**config.mk**
```make
export PLATFORM = sky130hd
export DESIGN_NAME = receiver_engine_flat
export DESIGN_NICKNAME = d
export VERILOG_FILES = /design/src/rtl/uart_pkg.sv /design/src/rtl/receiver_engine_if.sv /design/src/rtl/receiver_engine_rx_sync.sv /design/src/rtl/receiver_engine.sv /design/src/flat_wrapper.sv
export SDC_FILE = /design/constraint.sdc
export NUM_CORES = 1
export LEC_CHECK = 0
export ABC_CLOCK_PERIOD_IN_PS = 2400
export CORE_AREA = 8 8 74 76
export DETAILED_ROUTE_END_ITERATION = 10
export DIE_AREA = 0 0 82 84
export GPL_ROUTABILITY_DRIVEN = 0
export PLACE_DENSITY = 0.55
export SYNTH_ARGS = -nofsm -noshare
export SYNTH_HDL_FRONTEND = slang
export SYNTH_SLANG_ARGS = --single-unit
```
**constraint.sdc**
```tcl
create_clock -name clk -period 2.4 [get_ports clk]
set_clock_uncertainty 0.1 [all_clocks]
set_input_delay 0.24 -clock clk [delete_from_list [all_inputs] [get_ports clk]]
set_output_delay 0.24 -clock clk [all_outputs]
set_load 0.01 [all_outputs]
```
**src/rtl/uart_pkg.sv**
```systemverilog
// Shared UART definitions: frame geometry, receiver state encoding and the parity helper
// used by both the transmit and receive engines.
package uart_pkg;

  localparam int FRAME_DATA_BITS = 8;

  typedef enum logic [2:0] {
    IDLE   = 3'd0,
    START  = 3'd1,
    DATA   = 3'd2,
    PARITY = 3'd3,
    STOP   = 3'd4,
    BREAK  = 3'd5
  } rx_state_t;

  // Parity bit that makes ones(data, P) odd.
  function automatic logic odd_parity(input logic [FRAME_DATA_BITS-1:0] data);
    return ~^data;
  endfunction

endpackage

```
**src/rtl/receiver_engine_if.sv**
```systemverilog
// Receive-side link bundle: tick/line inputs toward the engine, character and status back out.
interface receiver_engine_if;
  import uart_pkg::*;

  logic                       sample_tick;
  logic                       RX;
  logic [FRAME_DATA_BITS-1:0] data_out;
  logic                       rx_valid;
  logic                       parity_err;
  logic                       frame_err;
  logic                       rx_busy;

  modport master (
    output sample_tick, RX,
    input  data_out, rx_valid, parity_err, frame_err, rx_busy
  );

  modport slave (
    input  sample_tick, RX,
    output data_out, rx_valid, parity_err, frame_err, rx_busy
  );
endinterface

```
**src/rtl/receiver_engine_rx_sync.sv**
```systemverilog
// Multi-flop synchronizer for the asynchronous RX line; resets to the idle (high) level
// so that releasing reset never looks like a start bit.
module rx_sync #(
  parameter int STAGES = 2
) (
  input  logic clk,
  input  logic reset,
  input  logic d,
  output logic q
);

  logic [STAGES-1:0] sync_r;

  // Shift the raw line through the synchronizer chain.
  always_ff @(posedge clk or posedge reset) begin
    if (reset) begin
      sync_r <= {STAGES{1'b1}};
    end else begin
      sync_r <= {sync_r[STAGES-2:0], d};
    end
  end

  assign q = sync_r[STAGES-1];

endmodule

```
**src/rtl/receiver_engine.sv**
```systemverilog
// UART receive engine: oversampled start/data/parity/stop recovery with odd-parity and
// framing checks; one rx_valid pulse per completed frame.
module receiver_engine
  import uart_pkg::*;
#(
  parameter int OVERSAMPLE  = 16,
  parameter int SYNC_STAGES = 2
) (
  input logic              clk,
  input logic              reset,
  receiver_engine_if.slave bus
);

  localparam int TW = $clog2(OVERSAMPLE);
  localparam logic [TW-1:0] HALF = TW'(OVERSAMPLE / 2 - 1);
  localparam logic [TW-1:0] FULL = TW'(OVERSAMPLE - 1);
  localparam logic [TW-1:0] ONE  = TW'(1);

  logic                       rx_s;
  rx_state_t                  state_r;
  logic [TW-1:0]              tcnt_r;
  logic [2:0]                 bcnt_r;
  logic [FRAME_DATA_BITS-1:0] shift_r;
  logic                       p_bad_r;
  logic [FRAME_DATA_BITS-1:0] data_out_r;
  logic                       rx_valid_r;
  logic                       parity_err_r;
  logic                       frame_err_r;
  logic                       rx_busy_r;

  rx_sync #(.STAGES(SYNC_STAGES)) u_sync (
    .clk   (clk),
    .reset (reset),
    .d     (bus.RX),
    .q     (rx_s)
  );

  // Frame FSM with tick/bit counters and registered outputs.
  always_ff @(posedge clk or posedge reset) begin
    if (reset) begin
      state_r      <= IDLE;
      tcnt_r       <= {TW{1'b0}};
      bcnt_r       <= 3'd0;
      shift_r      <= {FRAME_DATA_BITS{1'b0}};
      p_bad_r      <= 1'b0;
      data_out_r   <= {FRAME_DATA_BITS{1'b0}};
      rx_valid_r   <= 1'b0;
      parity_err_r <= 1'b0;
      frame_err_r  <= 1'b0;
      rx_busy_r    <= 1'b0;
    end else begin
      rx_valid_r <= 1'b0;
      if (bus.sample_tick) begin
        case (state_r)
          IDLE: begin
            if (!rx_s) begin
              state_r   <= START;
              tcnt_r    <= {TW{1'b0}};
              rx_busy_r <= 1'b1;
            end
          end
          START: begin
            // Mid-bit recheck rejects glitches shorter than half a bit.
            if (tcnt_r == HALF) begin
              if (rx_s) begin
                state_r   <= IDLE;
                rx_busy_r <= 1'b0;
              end else begin
                tcnt_r  <= {TW{1'b0}};
                bcnt_r  <= 3'd0;
                state_r <= DATA;
              end
            end else begin
              tcnt_r <= tcnt_r + ONE;
            end
          end
          DATA: begin
            if (tcnt_r == FULL) begin
              tcnt_r  <= {TW{1'b0}};
              shift_r <= {rx_s, shift_r[FRAME_DATA_BITS-1:1]};
              if (bcnt_r == 3'd7) begin
                state_r <= PARITY;
              end else begin
                bcnt_r <= bcnt_r + 3'd1;
              end
            end else begin
              tcnt_r <= tcnt_r + ONE;
            end
          end
          PARITY: begin
            if (tcnt_r == FULL) begin
              tcnt_r  <= {TW{1'b0}};
              p_bad_r <= (odd_parity(shift_r) != rx_s);
              state_r <= STOP;
            end else begin
              tcnt_r <= tcnt_r + ONE;
            end
          end
          STOP: begin
            if (tcnt_r == FULL) begin
              tcnt_r       <= {TW{1'b0}};
              data_out_r   <= shift_r;
              parity_err_r <= p_bad_r;
              frame_err_r  <= ~rx_s;
              rx_valid_r   <= 1'b1;
              if (rx_s) begin
                state_r   <= IDLE;
                rx_busy_r <= 1'b0;
              end else begin
                state_r <= BREAK;
              end
            end else begin
              tcnt_r <= tcnt_r + ONE;
            end
          end
          BREAK: begin
            if (rx_s) begin
              state_r   <= IDLE;
              rx_busy_r <= 1'b0;
            end
          end
          default: begin
            state_r   <= IDLE;
            rx_busy_r <= 1'b0;
          end
        endcase
      end
    end
  end

  assign bus.data_out   = data_out_r;
  assign bus.rx_valid   = rx_valid_r;
  assign bus.parity_err = parity_err_r;
  assign bus.frame_err  = frame_err_r;
  assign bus.rx_busy    = rx_busy_r;

endmodule

```
**src/flat_wrapper.sv**
```systemverilog
// flat-port wrapper written by rule: the top's interface ports become plain ports
module receiver_engine_flat import uart_pkg::*;
#(
  parameter int OVERSAMPLE  = 16,
  parameter int SYNC_STAGES = 2
)
  (clk, reset, bus_sample_tick, bus_RX, bus_data_out, bus_rx_valid, bus_parity_err, bus_frame_err, bus_rx_busy);
  receiver_engine_if bus_i ();
  input logic clk;
  input logic reset;
  input wire logic [$bits(bus_i.sample_tick)-1:0] bus_sample_tick;
  input wire logic [$bits(bus_i.RX)-1:0] bus_RX;
  output wire logic [$bits(bus_i.data_out)-1:0] bus_data_out;
  output wire logic [$bits(bus_i.rx_valid)-1:0] bus_rx_valid;
  output wire logic [$bits(bus_i.parity_err)-1:0] bus_parity_err;
  output wire logic [$bits(bus_i.frame_err)-1:0] bus_frame_err;
  output wire logic [$bits(bus_i.rx_busy)-1:0] bus_rx_busy;
  assign bus_i.sample_tick = bus_sample_tick;
  assign bus_i.RX = bus_RX;
  assign bus_data_out = bus_i.data_out;
  assign bus_rx_valid = bus_i.rx_valid;
  assign bus_parity_err = bus_i.parity_err;
  assign bus_frame_err = bus_i.frame_err;
  assign bus_rx_busy = bus_i.rx_busy;
  receiver_engine #(.OVERSAMPLE(OVERSAMPLE), .SYNC_STAGES(SYNC_STAGES)) u_core (.clk(clk), .reset(reset), .bus(bus_i));
endmodule
```
==> results.txt, run 1 <==
The first detailed-routing pass ran for 4 iterations. The number of clock buffers added by TritonCTS is 5. The die covers 6890 um2. For the maximum buffer depth of the clock tree, the log shows 2. In this run the cell area of the synthesized design comes to 1660 um2. The initialized floorplan defines 24 standard-cell rows. The die boundary width is 82 um.

The most common cell in the synthesized netlist is sky130_fd_sc_hd__dfrtp_1. The maximum fanout along the worst path is 13. Max-cap violations in this run came to 0. Setup violations remaining at the end of the flow were counted as 0. The via count of the first global-routing pass was 1062; the critical path arrival was 1.98 ns.

For this design, the CTS-stage hold fixing added 0 buffers. Headroom to the max-slew limit came out at 65.9%. At the pin with the least slew margin, the transition time is 0.511 ns.

The finished cells cover 1980 um2. After global routing the overflow that remains totals 0. The share of synthesized flip-flops with an asynchronous set or reset came out at 100%. Flip-flop and latch count after synthesis: 33.

The critical path in this run is classified as register to register. After synthesis, the netlist uses 42 different library cells. The final layout contains routed wiring with a total length of 2.96 mm.

Number of diodes added for antenna fixing: 0. After detailed routing, the number of vias per cell comes to 5.01. The min-delay analysis places its worst path in the category input port to asynchronous set/reset pin. The most instantiated flip-flop cell in the synthesis netlist was sky130_fd_sc_hd__dfrtp_1.

The worst register-to-register path ends at u_core.p_bad_r. The clock transition at the registers of the reported paths is 0.07 ns, and the vertical extent of the die is 84 um. The initial core utilization was 39.0%; the data required time at the worst endpoint was 2.47 ns. The sequential cell area in the final layout came out at 828 um2. Of all cell types, the one taking the most synthesized area is sky130_fd_sc_hd__dfrtp_1.

After layout, the worst path uses 79.6% of the clock period. Synthesis handed over a netlist of 139 instances. The logs give 0 for the final-report max-slew violation count and 0 for the total of cells resized after clock tree synthesis. Number of ports placed on the die boundary: 16. In this run the register-to-register setup slack is 0.49 ns. In this run the static leakage power is 0.931 nW. When the netlist entered floorplanning its net count stood at 146. The portion of synthesized cell area occupied by the leading cell type was 46.6%. In the routed design, unresolved DRC markers number 0. In the final layout, the share of cells above drive strength 1 is 20.6%. At the later pin of the worst-skew pair, clock insertion delay measures 0.28 ns. The number of antenna violations at the first check in global routing is 0, and the remaining number of nets flagged by the antenna check after routing is 0. TritonCTS built the clock tree. The root buffer cell chosen for the clock tree is sky130_fd_sc_hd__clkbuf_8.

The run finished with clean final reports. In the final layout, the multi-input gates occupy 773 um2. The detailed-route wire length per cell was 14.0 um. Source of the worst register-to-register timing path: u_core.state_r[1].

Global routing used 9.73% of the available tracks. The number of violations reported at the end of detailed-routing iteration 0 was 63. The minimum clock period was 1.91 ns. After synthesis, the most frequently instantiated cells are sky130_fd_sc_hd__dfrtp_1 (31), sky130_fd_sc_hd__nand2_1 (11), sky130_fd_sc_hd__mux2_1 (10), sky130_fd_sc_hd__mux2_2 (10), sky130_fd_sc_hd__xnor2_1 (10). The setup TNS was 0 ns; the count of flip-flops with a built-in enable after synthesis was 0. The largest net degree at the start of global routing is 34, and the standard cell area after detailed placement is 1860 um2. The run gives 2.10 mm as the half-perimeter wire length after detailed placement. Setup repair after global routing left no endpoint under its margin. The fraction of the yosys area taken by sequential cells was 49.8%. Buffers added to address setup during post-CTS repair amount to 0.

The total area inside the core boundary comes to 4260 um2. Summing internal, switching and leakage power gives 0.00181 W. The tools report the type of destination of the critical path as a register. Dividing total power by cell area gives a power density of 914 nW/um2. Buffers placed on the I/O ports in this run total 15.

The synthesis-to-finish area growth is 18.9%, and the number of clock sinks is 33. Measured in cells, the most critical reg-to-reg path has a length of 5. IR analysis of the VDD net gives a maximum drop of 0.348 mV.

The first global-routing pass estimated 5.24 mm of wire. The number of failing hold endpoints at the final stage was 0. Ranked by total cell area, the synthesized netlist is headed by sky130_fd_sc_hd__dfrtp_1 (47%), sky130_fd_sc_hd__mux2_1 (6.8%), sky130_fd_sc_hd__mux2_2 (6.8%). The count of vias placed by the detailed router is 1062, and the synthesis warning total is 0. The logs give 2 for the count of H-tree levels built during CTS and 403 for the fill cell instance count of the final layout. Timing would allow up to 0.524 GHz. The average instance in the mapped netlist occupies 12.0 um2. The worst setup path is launched from a register. In the final design database the tool counted 166 nets.
[layer usage]
layer  GRT usage (%)  vias to the layer above  wire length [um]
met5               0                        -                 0
met4            3.83                        0                48
met3            4.09                        6               134
met2            13.4                       19              1310
met1            12.9                      513              1470
li1                -                      524                 -
[registers in the layout (all words and copies together) (netlist names)]
register and flops:
u_core.bus.frame_err 1, u_core.bus.rx_valid 1, u_core.state_r 3, u_core.bus.data_out 8, u_core.shift_r 8, u_core.bcnt_r 3
u_core.tcnt_r 4, u_core.bus.rx_busy 1, u_core.p_bad_r 1, u_core.u_sync.sync_r 2, u_core.bus.parity_err 1
[critical path, cell delays in order (launching register included)]
cell	delay [ns]
sky130_fd_sc_hd__dfrtp_1	0.64
sky130_fd_sc_hd__and2b_1	0.25
sky130_fd_sc_hd__xnor2_1	0.13
sky130_fd_sc_hd__o21ai_2	0.21
sky130_fd_sc_hd__nand4_2	0.15
sky130_fd_sc_hd__mux2_4	0.33
[cell type report]
cell class	instances	share of cell area, %
sequential	33	41.9
timing repair buffer	19	9.11
inverter	4	0.759
clock inverter	1	1.52
multi-input combinational	96	39.1
clock buffer	7	4.36
tap	52	3.29
[layout by cell type (no fill, tap or decap), types with 2 or more instances in the layout]
master | netlist | layout
sky130_fd_sc_hd__mux2i_1 | 2 | 2
sky130_fd_sc_hd__mux2_1 | 10 | 10
sky130_fd_sc_hd__xnor2_1 | 10 | 10
sky130_fd_sc_hd__nand3_1 | 4 | 4
sky130_fd_sc_hd__nor2_2 | 2 | 2
sky130_fd_sc_hd__a21oi_1 | 4 | 4
sky130_fd_sc_hd__o21ai_1 | 5 | 5
sky130_fd_sc_hd__clkdlybuf4s50_1 | 0 | 15
sky130_fd_sc_hd__ha_1 | 3 | 3
sky130_fd_sc_hd__nor2_1 | 5 | 5
sky130_fd_sc_hd__nand2_1 | 11 | 11
sky130_fd_sc_hd__nor2b_1 | 2 | 2
sky130_fd_sc_hd__buf_4 | 2 | 4
sky130_fd_sc_hd__inv_1 | 4 | 4
sky130_fd_sc_hd__mux2_2 | 10 | 10
sky130_fd_sc_hd__dfrtp_1 | 31 | 31
sky130_fd_sc_hd__dfstp_2 | 2 | 2
sky130_fd_sc_hd__a22o_1 | 4 | 4
sky130_fd_sc_hd__o21ai_0 | 2 | 2
sky130_fd_sc_hd__clkbuf_8 | 0 | 6
[metrics by stage]
stage / instances / utilization, % / setup WS (ns) / hold WS, ns
floorplan: 139 / - / 0.676 / 0.144
global placement: 204 / 43.7 / 0.466 / 0.247
detailed placement: 204 / 43.7 / 0.455 / 0.247
CTS: 212 / 46.4 / 0.487 / 0.252
global route: 212 / 46.4 / 0.356 / 0.256
finish: 212 / 46.4 / 0.491 / 0.238
[how the worst max path moves through the flow]
stage,startpoint,to,slack [ns],depth (start not counted)
2_1_floorplan,u_core.bcnt_r[0],u_core.state_r[0],0.68,7
3_3_place_gp,bus_sample_tick,u_core.shift_r[4],0.47,4
3_5_place_dp,bus_sample_tick,u_core.shift_r[7],0.46,4
4_1_cts,u_core.state_r[1],u_core.p_bad_r,0.49,5
5_1_grt,u_core.state_r[1],u_core.p_bad_r,0.36,5
6_report,u_core.state_r[1],u_core.p_bad_r,0.49,5
[report_power, final]
| group | internal (W) | switching, W |
|---|---|---|
| logic | 0.000254 | 0.000230 |
| registers | 0.000631 | 0.000153 |
| clock network | 0.000338 | 0.000201 |
| total | 0.00122 | 0.000584 |
[cells by family (layout without fill, tap and decap cells)]
group | count (synthesis) | in the layout | synth area share, %
buf+inv | 10 | 31 | 3.76
flops | 33 | 33 | 49.8
xor+xnor | 11 | 11 | 5.79
compound gates | 21 | 21 | 8.65
mux | 23 | 23 | 15.6
simple gates | 38 | 38 | 14.1
fa+ha+maj | 3 | 3 | 2.26
No activity file was read; power rests on OpenSTA's default activity.
==> run 2: changes to the inputs <==
--- a/config.mk
+++ b/config.mk
@@ -5,12 +5,12 @@
 export SDC_FILE = /design/constraint.sdc
 export NUM_CORES = 1
 export LEC_CHECK = 0
-export ABC_CLOCK_PERIOD_IN_PS = 2400
+export ABC_CLOCK_PERIOD_IN_PS = 1700
 export CORE_AREA = 8 8 74 76
 export DETAILED_ROUTE_END_ITERATION = 10
 export DIE_AREA = 0 0 82 84
 export GPL_ROUTABILITY_DRIVEN = 0
-export PLACE_DENSITY = 0.55
+export PLACE_DENSITY = 0.57
 export SYNTH_ARGS = -nofsm -noshare
 export SYNTH_HDL_FRONTEND = slang
 export SYNTH_SLANG_ARGS = --single-unit
==> constraint.sdc (replaced) <==
create_clock -name clk -period 1.7 [get_ports clk]
set_clock_uncertainty 0.1 [all_clocks]
set_input_delay 0.17 -clock clk [delete_from_list [all_inputs] [get_ports clk]]
set_output_delay 0.17 -clock clk [all_outputs]
set_load 0.01 [all_outputs]
==> run 2 against run 1 <==
The run now ends with negative setup slack left. Wire length rose by 15%. Sequential share of layout area down 4.7 points. Core utilization increased by 6.2 points. Worst hold slack worse by 0.22 ns. Design area up 13%. Largest cell class is now multi-input gates.
==> results.txt, run 2 (synthesis gave the netlist of run 1 again) <==
TritonCTS built the clock tree. The number of antenna diodes in the final layout is 0. The share of cells above drive strength 1 was 36.9%; the pre-CTS worst setup slack was -0.0947 ns. In this design, the stage delay of the slowest critical-path cell is 0.46 ns.

At the end of the flow the core is filled with cells to 52.6%. The layout has 392 filler cells. The placeable core region came out at 4260 um2. The flow ran to the end, but the final reports show violations. The final-report max-slew violation count is 0, and the global-route wire length before repair is 5.80 mm. Compared with the post-synthesis result, the final layout area differs by 34.7%. For this design, the slowest cell found on the critical path is sky130_fd_sc_hd__dfrtp_2.

The clock reaches the later pin of the worst-skew pair after 0.28 ns. The vertical extent of the die works out to 84 um. Setup repair after global routing could not meet its margin everywhere.

In the global route stage, overall resource usage came out at 10.7%. For the pin with the worst max-slew slack, the measured transition is 0.307 ns. The detailed-route wire length per cell was 14.8 um; the total wire length after detailed routing was 3.41 mm. The worst setup path is captured at a register. The startpoint identified for the worst register-to-register timing path is u_core.state_r[0].

The depth of the worst register-to-register path is 5, and the clock transition at the registers of the reported paths is 0.07 ns. The cell leakage power was 1.05 nW. 16 I/O pins were placed.

The ratio of routed vias to standard cells works out to 5.07. The number of failing hold endpoints at the final stage came out at 0. Together, buffers and inverters on the worst path number 0.

At the worst endpoint, the arrival time is 1.80 ns. For this run, the post-layout net count is 185. The run gives 61 as the number of violations reported at the end of detailed-routing iteration 0. The via count of the first global-routing pass came out at 1199. The count of cells in the finished layout, fillers not included, comes to 231. On the final layout, the worst hold slack is 0.0211 ns. The remaining number of nets flagged by the antenna check after routing came out at 0. The worst setup path is launched from a register. Of all nets on the critical path, the largest fanout is 5.

Summing all flip-flop and latch instances after layout gives 832 um2. Smallest setup slack after layout: -0.0266 ns. The library cells used most frequently in the layout, excluding fill and tap cells, are sky130_fd_sc_hd__dfrtp_1 (28), sky130_fd_sc_hd__buf_4 (20), sky130_fd_sc_hd__clkdlybuf4s50_1 (15).

The number of cells in the design after placement is 219. The multi-input combinational cells in the finished layout cover a total of 861 um2. In the routed design, unresolved DRC markers number 0. Family with the most delay on the worst path: flip-flops. The number of clock buffers added by TritonCTS is 5.

The area of the die is 6890 um2. IR analysis of the VDD net gives a maximum drop of 0.502 mV. Total congestion overflow: 0. Of the available clock period, the critical path in the final layout requires 102%. For the worst setup path, the data required time is 1.77 ns. The minimum clock period is 1.73 ns, and the upper clock frequency limit is 0.579 GHz. The tools report the worst slew margin relative to its limit as 79.3%. The run gives 39.0% as the initial core utilization. Most frequent standard cell in the layout excluding fill and tap cells: sky130_fd_sc_hd__dfrtp_1.

Input and output buffers added on the ports amount to 15. In this run the worst hold path is classified as input port to asynchronous set/reset pin. The critical path class is register to register. The run gives 24 as the row count. Walking the worst path, the cells encountered are and2b_1 > xnor2_1 > o21ai_2 > nand4_2 > mux2_4. Critical path launch point: u_core.state_r[0]. The tree built by TritonCTS fans out to 33 sinks. The detailed-router iteration count before antenna repair is 4. The final route contains 1172 vias. The checks that failed: negative setup slack. The tool flagged a number of max-cap violations equal to 0.

The clock root buffer master is sky130_fd_sc_hd__clkbuf_8. Entering global routing, the biggest net connects 21 pins. For the number of antenna violations at the first check in global routing, the log shows 0.

The power density relative to cell area was 1300 nW/um2. Across all register-to-register paths, the minimum setup slack is -0.03 ns. The end of the worst register-to-register path was u_core.p_bad_r. The count of H-tree levels built during CTS was 2; the die boundary width was 82 um.

The wire-length estimate of the detail-placed layout is 2.44 mm. In this run the deepest clock path goes through 2 buffers. The final setup violation count is 11.
[run 2: cell count changes in the layout (fill, tap and decap cells not counted), moves of 3 or more]
cell	change
sky130_fd_sc_hd__ha_1	-3
sky130_fd_sc_hd__mux2_4	+10
sky130_fd_sc_hd__buf_4	+16
sky130_fd_sc_hd__dfrtp_1	-3
sky130_fd_sc_hd__mux2_2	-8
sky130_fd_sc_hd__dfrtp_2	+3
[run 2: how the worst max path moves through the flow]
stage | end | slack [ns] | cells after the start
after floorplan | u_core.state_r[0] | 0.01 | 7
after global placement | u_core.bus.data_out[3] | -0.10 | 5
after detailed placement | u_core.bus.data_out[1] | -0.09 | 5
after CTS | u_core.p_bad_r | -0.03 | 7
after global routing | u_core.p_bad_r | -0.11 | 7
final | u_core.p_bad_r | -0.03 | 5
[run 2: power breakdown]
| part | switching (W) | internal [W] |
|---|---|---|
| Combinational | 0.000491 | 0.000593 |
| Sequential | 0.000160 | 0.000899 |
| Clock | 0.000282 | 0.000478 |
| Total | 0.000933 | 0.00197 |
[run 2: layout make-up]
type | instances | share of cell area, %
Clock buffer | 7 | 3.85
Clock inverter | 1 | 1.34
Inverter | 4 | 0.670
Multi-Input combinational cell | 96 | 38.4
Sequential cell | 33 | 37.1
Tap cell | 52 | 2.90
Timing Repair Buffer | 38 | 15.7
[run 2: layer usage]
layer  part of all wire (%)  track usage (%)  up-vias
li1                       -                -      560
met1                     47             13.6      591
met2                     48             16.6       19
met3                    4.2             3.99        2
met4                   0.79             2.40        0
met5                      0                0        -
[run 2: repair_timing]
action	in CTS	in global routing
pin swaps	3	5
gates resized for setup	8	17
buffers inserted	2	2
hold buffers	0	0
setup endpoints to repair	15	27
[run 2: stage by stage]
step	total power, W	TNS [ns]	cell area, um2
after global routing	0.00306	-1.50	2240
final	0.00290	-0.202	2240
after global placement	0.00197	-1.34	2000
after CTS	0.00285	-0.0340	2160
after floorplan	0.00170	0	1670
after detailed placement	0.00200	-1.18	2000
